`src/rtl/bsg_ds_rx_gather.sv`:
```
// bsg_ds_rx_gather
// Receive side of the downstream source-synchronous channel. Narrow IO beats
// are gathered into BEATS-wide buffer words. The words are kept in a circular
// buffer addressed by pointers that carry a wrap bit. Groups of CORE_RATIO
// words go to the core through a registered valid/ready output stage. One
// credit token is returned upstream for every TOKEN_EVERY words drained.
//
// Ports:
//   clk            sole clock
//   rst            synchronous, active-high reset
//   io_valid_in    IO beat valid (there is no backpressure toward IO)
//   io_data_in     IO beat data, IO_W bits
//   core_ready     core accepts core_data_out
//   core_valid_out core word valid
//   core_data_out  core word, CORE_W bits; the lowest-addressed buffer word
//                  is in the LSBs
//   io_token_out   one-cycle credit pulse to the upstream side
//   full           buffer full (registered)
//   overflow       sticky dropped-write flag
//
// Optional feature macro: BSG_DS_RX_OVERFLOW_STICKY_EN
//   When it is defined, overflow is set by the first write dropped on full
//   and holds until rst. When it is not defined, overflow is tied to 0. A
//   write that arrives while the buffer is full is dropped in both builds.
module bsg_ds_rx_gather #(
    parameter int IO_W        = 8,
    parameter int BEATS       = 2,
    parameter int DEPTH       = 64,
    parameter int CORE_RATIO  = 2,
    parameter int TOKEN_EVERY = 4
) (
    input  logic                         clk,
    input  logic                         rst,
    input  logic                         io_valid_in,
    input  logic [IO_W-1:0]              io_data_in,
    input  logic                         core_ready,
    output logic                         core_valid_out,
    output logic [IO_W*BEATS*CORE_RATIO-1:0] core_data_out,
    output logic                         io_token_out,
    output logic                         full,
    output logic                         overflow
);

    localparam int W      = IO_W * BEATS;
    localparam int CORE_W = W * CORE_RATIO;
    localparam int AW     = $clog2(DEPTH);
    localparam int BCW    = (BEATS > 1) ? $clog2(BEATS) : 1;
    localparam int TCW    = $clog2(TOKEN_EVERY) + 1;

    // ------------------------------------------------------------------
    // Beat assembler
    // ------------------------------------------------------------------
    logic [BCW-1:0] beat_cnt_reg;
    logic           last_beat;
    logic [W-1:0]   word_in;

    assign last_beat = (beat_cnt_reg == BCW'(BEATS - 1));

    always_ff @(posedge clk) begin
        if (rst) begin
            beat_cnt_reg <= '0;
        end else if (io_valid_in) begin
            if (last_beat) begin
                beat_cnt_reg <= '0;
            end else begin
                beat_cnt_reg <= beat_cnt_reg + BCW'(1);
            end
        end
    end

    generate
        if (BEATS > 1) begin : g_hold
            localparam int HW = (BEATS - 1) * IO_W;
            logic [HW-1:0] hold_reg;

            // Earlier beats sit below the beat being completed, so the
            // first beat of a word ends up in its LSBs.
            always_ff @(posedge clk) begin
                if (rst) begin
                    hold_reg <= '0;
                end else if (io_valid_in && !last_beat) begin
                    hold_reg[beat_cnt_reg*IO_W +: IO_W] <= io_data_in;
                end
            end

            assign word_in = {io_data_in, hold_reg};
        end else begin : g_nohold
            assign word_in = io_data_in;
        end
    endgenerate

    // ------------------------------------------------------------------
    // Circular buffer and pointers
    // ------------------------------------------------------------------
    logic [W-1:0]  mem [DEPTH];
    logic [AW:0]   wptr_reg;
    logic [AW:0]   rptr_reg;
    logic [AW:0]   wptr_next;
    logic [AW:0]   rptr_next;
    logic [AW:0]   count;
    logic          full_reg;
    logic          wr_en;
    logic          load;
    logic [CORE_W-1:0] rd_word;

    assign count = wptr_reg - rptr_reg;
    // A last beat that meets a full buffer is discarded; the assembler still
    // starts a new word.
    assign wr_en = io_valid_in && last_beat && !full_reg;
    assign load  = (!core_valid_out || core_ready) &&
                   (count >= (AW+1)'(CORE_RATIO));

    assign wptr_next = wptr_reg + (wr_en ? (AW+1)'(1) : '0);
    assign rptr_next = rptr_reg + (load ? (AW+1)'(CORE_RATIO) : '0);

    always_ff @(posedge clk) begin
        if (wr_en) begin
            mem[wptr_reg[AW-1:0]] <= word_in;
        end
    end

    always_ff @(posedge clk) begin
        if (rst) begin
            wptr_reg <= '0;
            rptr_reg <= '0;
            full_reg <= 1'b0;
        end else begin
            wptr_reg <= wptr_next;
            rptr_reg <= rptr_next;
            full_reg <= (wptr_next[AW] != rptr_next[AW]) &&
                        (wptr_next[AW-1:0] == rptr_next[AW-1:0]);
        end
    end

    assign full = full_reg;

    // The group read wraps naturally because the index is only AW bits wide.
    // DEPTH is a multiple of CORE_RATIO, so a group never straddles the
    // write slot of a pending word.
    generate
        for (genvar gi = 0; gi < CORE_RATIO; gi++) begin : g_rd
            logic [AW-1:0] rd_idx;
            assign rd_idx = rptr_reg[AW-1:0] + AW'(gi);
            assign rd_word[gi*W +: W] = mem[rd_idx];
        end
    endgenerate

    // ------------------------------------------------------------------
    // Registered output stage
    // ------------------------------------------------------------------
    logic              valid_reg;
    logic [CORE_W-1:0] data_reg;

    always_ff @(posedge clk) begin
        if (rst) begin
            valid_reg <= 1'b0;
            data_reg  <= '0;
        end else if (load) begin
            valid_reg <= 1'b1;
            data_reg  <= rd_word;
        end else if (core_ready) begin
            valid_reg <= 1'b0;
        end
    end

    assign core_valid_out = valid_reg;
    assign core_data_out  = data_reg;

    // ------------------------------------------------------------------
    // Credit decimation: CORE_RATIO words are credited per load. One token
    // is returned each time TOKEN_EVERY words have been accumulated.
    // ------------------------------------------------------------------
    logic [TCW-1:0] tok_cnt_reg;
    logic [TCW-1:0] tok_sum;
    logic           token_reg;

    assign tok_sum = tok_cnt_reg + TCW'(CORE_RATIO);

    always_ff @(posedge clk) begin
        if (rst) begin
            tok_cnt_reg <= '0;
            token_reg   <= 1'b0;
        end else if (load) begin
            if (tok_sum >= TCW'(TOKEN_EVERY)) begin
                tok_cnt_reg <= tok_sum - TCW'(TOKEN_EVERY);
                token_reg   <= 1'b1;
            end else begin
                tok_cnt_reg <= tok_sum;
                token_reg   <= 1'b0;
            end
        end else begin
            token_reg <= 1'b0;
        end
    end

    assign io_token_out = token_reg;

    // ------------------------------------------------------------------
    // Overflow flag
    // ------------------------------------------------------------------
`ifdef BSG_DS_RX_OVERFLOW_STICKY_EN
    logic overflow_reg;
    logic drop;

    assign drop = io_valid_in && last_beat && full_reg;

    always_ff @(posedge clk) begin
        if (rst) begin
            overflow_reg <= 1'b0;
        end else if (drop) begin
            overflow_reg <= 1'b1;
        end
    end

    assign overflow = overflow_reg;
`else
    assign overflow = 1'b0;
`endif

endmodule

```
`config.mk`:
```
export PLATFORM = sky130hd
export DESIGN_NAME = bsg_ds_rx_gather
export DESIGN_NICKNAME = d
export VERILOG_FILES = /design/src/rtl/bsg_ds_rx_gather.sv
export SDC_FILE = /design/constraint.sdc
export NUM_CORES = 1
export LEC_CHECK = 0
export CORE_MARGIN = 2
export CORE_UTILIZATION = 57
export CTS_BUF_LIST = sky130_fd_sc_hd__clkbuf_4 sky130_fd_sc_hd__clkbuf_8
export DETAILED_ROUTE_END_ITERATION = 16
export DONT_BUFFER_PORTS = 1
export GPL_ROUTABILITY_DRIVEN = 0
export PLACE_DENSITY = 0.75
export SYNTH_ARGS = -nofsm -noshare
export SYNTH_HDL_FRONTEND = slang
export SYNTH_SLANG_ARGS = --single-unit
```
`constraint.sdc`:
```
create_clock -name clk -period 3.35 [get_ports clk]
set_input_delay 0.335 -clock clk [delete_from_list [all_inputs] [get_ports clk]]
set_output_delay 0.335 -clock clk [all_outputs]
set_load 0.03 [all_outputs]
```
==> impl_metrics.env <==
export IMPL_ant_nets=0
export IMPL_skew_ns=0.0351
export IMPL_yosysMostFrequentCell="edfxtp_1"
export IMPL_hold_path_startpoint="io_data_in[2]"
export IMPL_holdPathStages=3
export IMPL_power_mw=31.8
export IMPL_ff2ff_path_depth=13
export IMPL_drt_initial_drc_count=3091
export IMPL_setup_ws_ns=0.118
export IMPL_yosysTopAreaCell="edfxtp_1"
export IMPL_hp_class="input port to flip-flop"
export IMPL_final_core_util=0.651
export IMPL_yosys_top_cells_count="1024 x edfxtp_1, 159 x mux2_2, 126 x mux4_2, 96 x a22o_1, 83 x nor2_1"
export IMPL_remaining_drc_errors=0
export IMPL_cap_violations=0
export IMPL_h_tree_depth=4
export IMPL_worstPathArrival_ns=3.98
export IMPL_cp_end_kind="flip-flop"
export IMPL_postCtsSetupBuffers=0
export IMPL_synth_compound_area_share=0.0527
export IMPL_max_slew_worst_pin_slew_ns=1.33
export IMPL_finalHoldViolCount=0
export IMPL_setup_viol=0
export IMPL_numPortBuffers=0
export IMPL_yosys_area_share_simple=0.0442
export IMPL_layout_drive_gt1_share=0.271
export IMPL_instances_no_fill=3562
export IMPL_synth_top_family_by_area="multiplexers"
export IMPL_netlist_area_sq_um=42400
export IMPL_cp_top_family="adder cells"
export IMPL_max_freq_mhz=309
export IMPL_crit_fanout=11
export IMPL_synth_area_mux_share=0.126
export IMPL_grt_pass1_vias=22758
export IMPL_rsz0062_at_grt="no"
export IMPL_ir_worst_vdd_uv=732
export IMPL_synth_top_area_share=0.726
export IMPL_antenna_found_initial=5
export IMPL_hold_end="g_hold.hold_reg[2]$_SDFFE_PP0P_"
export IMPL_outcome="complete, no violations"
export IMPL_cp_slowest_cell="dfxtp_4"
export IMPL_dp_hpwl_um=57000
export IMPL_synth_area_top_cells="edfxtp_1 73%, mux4_2 6.7%, mux2_2 4.2%, dfxtp_1 2.8%, a22o_1 2.0%"
export IMPL_dpl_worst_slack_ns=0.206
export IMPL_clkTransAtPathRegs_ns=0.06
export IMPL_cpPeakStageDelay_ns=0.42
export IMPL_die_x_um=277
export IMPL_worstSetupStartpointType="flip-flop"
export IMPL_synth_async_reset_ratio=0
export IMPL_clock_root_buffer="clkbuf_8"
export IMPL_gr_total_overflow=0
export IMPL_r2r_start="rptr_reg[1]$_SDFF_PP0_"
export IMPL_rows=99
export IMPL_reg2reg_slack_ns=0.12
export IMPL_cellLeakagePower_nw=14.8
export IMPL_maxSlewViolCount=0
export IMPL_first_pass_iters=6
export IMPL_insertion_delay_ns=0.84
export IMPL_finalSetupTns_ns=0
export IMPL_cts_tree="built"
export IMPL_grt_first_pass_wirelength_um=150000
export IMPL_vias_per_cell=6.47
export IMPL_chipHeight_um=277
export IMPL_yosys_register_bits=1083
export IMPL_netlist_instances=2281
export IMPL_worstPathBufferInverterCount=1
export IMPL_numCtsBuffers=162
export IMPL_finalNetCount=2499
export IMPL_cpMostUsedCell="ha_1"
export IMPL_worst_setup_path_type="flip-flop to flip-flop"
export IMPL_power_density_nw_per_um2=667
export IMPL_ios=48
export IMPL_relSlewSlack=0.116
export IMPL_crit_required_ns=4.10
export IMPL_dp_cells=3235
export IMPL_finalWirelength_um=102000
export IMPL_synth_edf_count=1024
export IMPL_min_period_over_period=0.965
export IMPL_period_minus_slack_ns=3.23
export IMPL_start_util=0.578
export IMPL_largest_register_ffs=1024
export IMPL_area_delta_synth_final_pct=12.6
export IMPL_grt_max_degree=139
export IMPL_synth_adder_area_share=0.00343
export IMPL_reg2reg_to="full$_SDFF_PP0_"
export IMPL_die_area_sq_um=76500
export IMPL_path_cells="ha_1 -> inv_1 -> fa_1 -> a211o_1 -> a21o_1 -> o21ai_2 -> a31oi_2 -> ha_1 -> ha_1 -> xnor2_1 -> nor4_2 -> nand3_1 -> nor3_1"
export IMPL_synth_ff_type="edfxtp_1"
export IMPL_grt_use_total=0.270
export IMPL_clk_path_buf_depth=3
export IMPL_synth_xor_area_frac=0.00351
export IMPL_seq_area_frac_synth=0.754
export IMPL_fp_coreArea_sq_um=73300
export IMPL_vias=23042
export IMPL_yosys_warnings=0
export IMPL_cts_sinks=1083
export IMPL_synth_cell_type_count=51
export IMPL_wl_per_cell_um=28.7
export IMPL_avgSynthCellArea_sq_um=18.6
export IMPL_synth_nets=2304
[cells by family after synthesis]
kind of cell	after synthesis
muxes	354
and+or+nand+nor	358
AOI/OAI and AO/OA	311
buffers and inverters	146
DFF	1083
xor gates and xnor gates	17
other	1
adders and majority gates	11
[tightest hold or removal path, delay by kind of cell]
kind,cells,cell delay (ns)
buffers and inverters,1,0.56
AND/OR/NAND/NOR,1,0.04
AO/OA/AOI/OAI,1,0.05
[power by group]
group          internal, mW  leakage (nW)  switching, mW
logic                  2.46          3.69           3.53
registers              15.0          9.52          0.575
clock network          5.36          1.61           4.88
total                  22.8          14.8           8.98
[what timing repair did]
item,in CTS,in global routing
hold endpoints to repair,571,0
hold buffers,36,0
resized for setup,0,1
setup endpoints to repair,0,1
[cells in the final DEF (no fill, tap or decap), drive strengths merged, types with 59 or more instances in the layout]
cell / count
o21ai: 67
nor2b: 74
o22ai: 64
a22o: 96
buf: 143
mux4: 128
mux2i: 65
nor2: 84
mux2: 161
nor3: 69
edfxtp: 1024
dfxtp: 59
clkbuf: 225
[how the worst max path moves through the flow]
stage | startpoint | to | cells after the start
floorplan | rptr_reg[3]$_SDFF_PP0_ | full$_SDFF_PP0_ | 16
global placement | rptr_reg[1]$_SDFF_PP0_ | full$_SDFF_PP0_ | 13
detailed placement | rptr_reg[1]$_SDFF_PP0_ | full$_SDFF_PP0_ | 13
CTS | rptr_reg[1]$_SDFF_PP0_ | full$_SDFF_PP0_ | 13
global route | rptr_reg[1]$_SDFF_PP0_ | full$_SDFF_PP0_ | 13
finish | rptr_reg[1]$_SDFF_PP0_ | full$_SDFF_PP0_ | 13
[area by class of cell]
cell class                 count  area (sq um)
tap                          959          1200
clock buffer                 225          2750
timing repair buffer         170          1660
inverter                       7          26.3
sequential                  1083         31900
fill                        4788         25600
clock inverter                62           324
antenna                        4          10.0
multi-input combinational   1052          9810
[metal layers]
metal	wire length, um	track usage
met1	40000	0.384
met2	47300	0.406
met3	12300	0.0816
met4	2650	0.0818
met5	46	0
[stage by stage]
step / area [sq um] / hold slack (ns)
floorplan: 42400 / 0.434
global placement: 44100 / 0.413
detailed placement: 44100 / 0.413
CTS: 47700 / 0.128
global route: 47700 / 0.194
finish: 47700 / 0.199
Power figures use the tool's default switching activity.
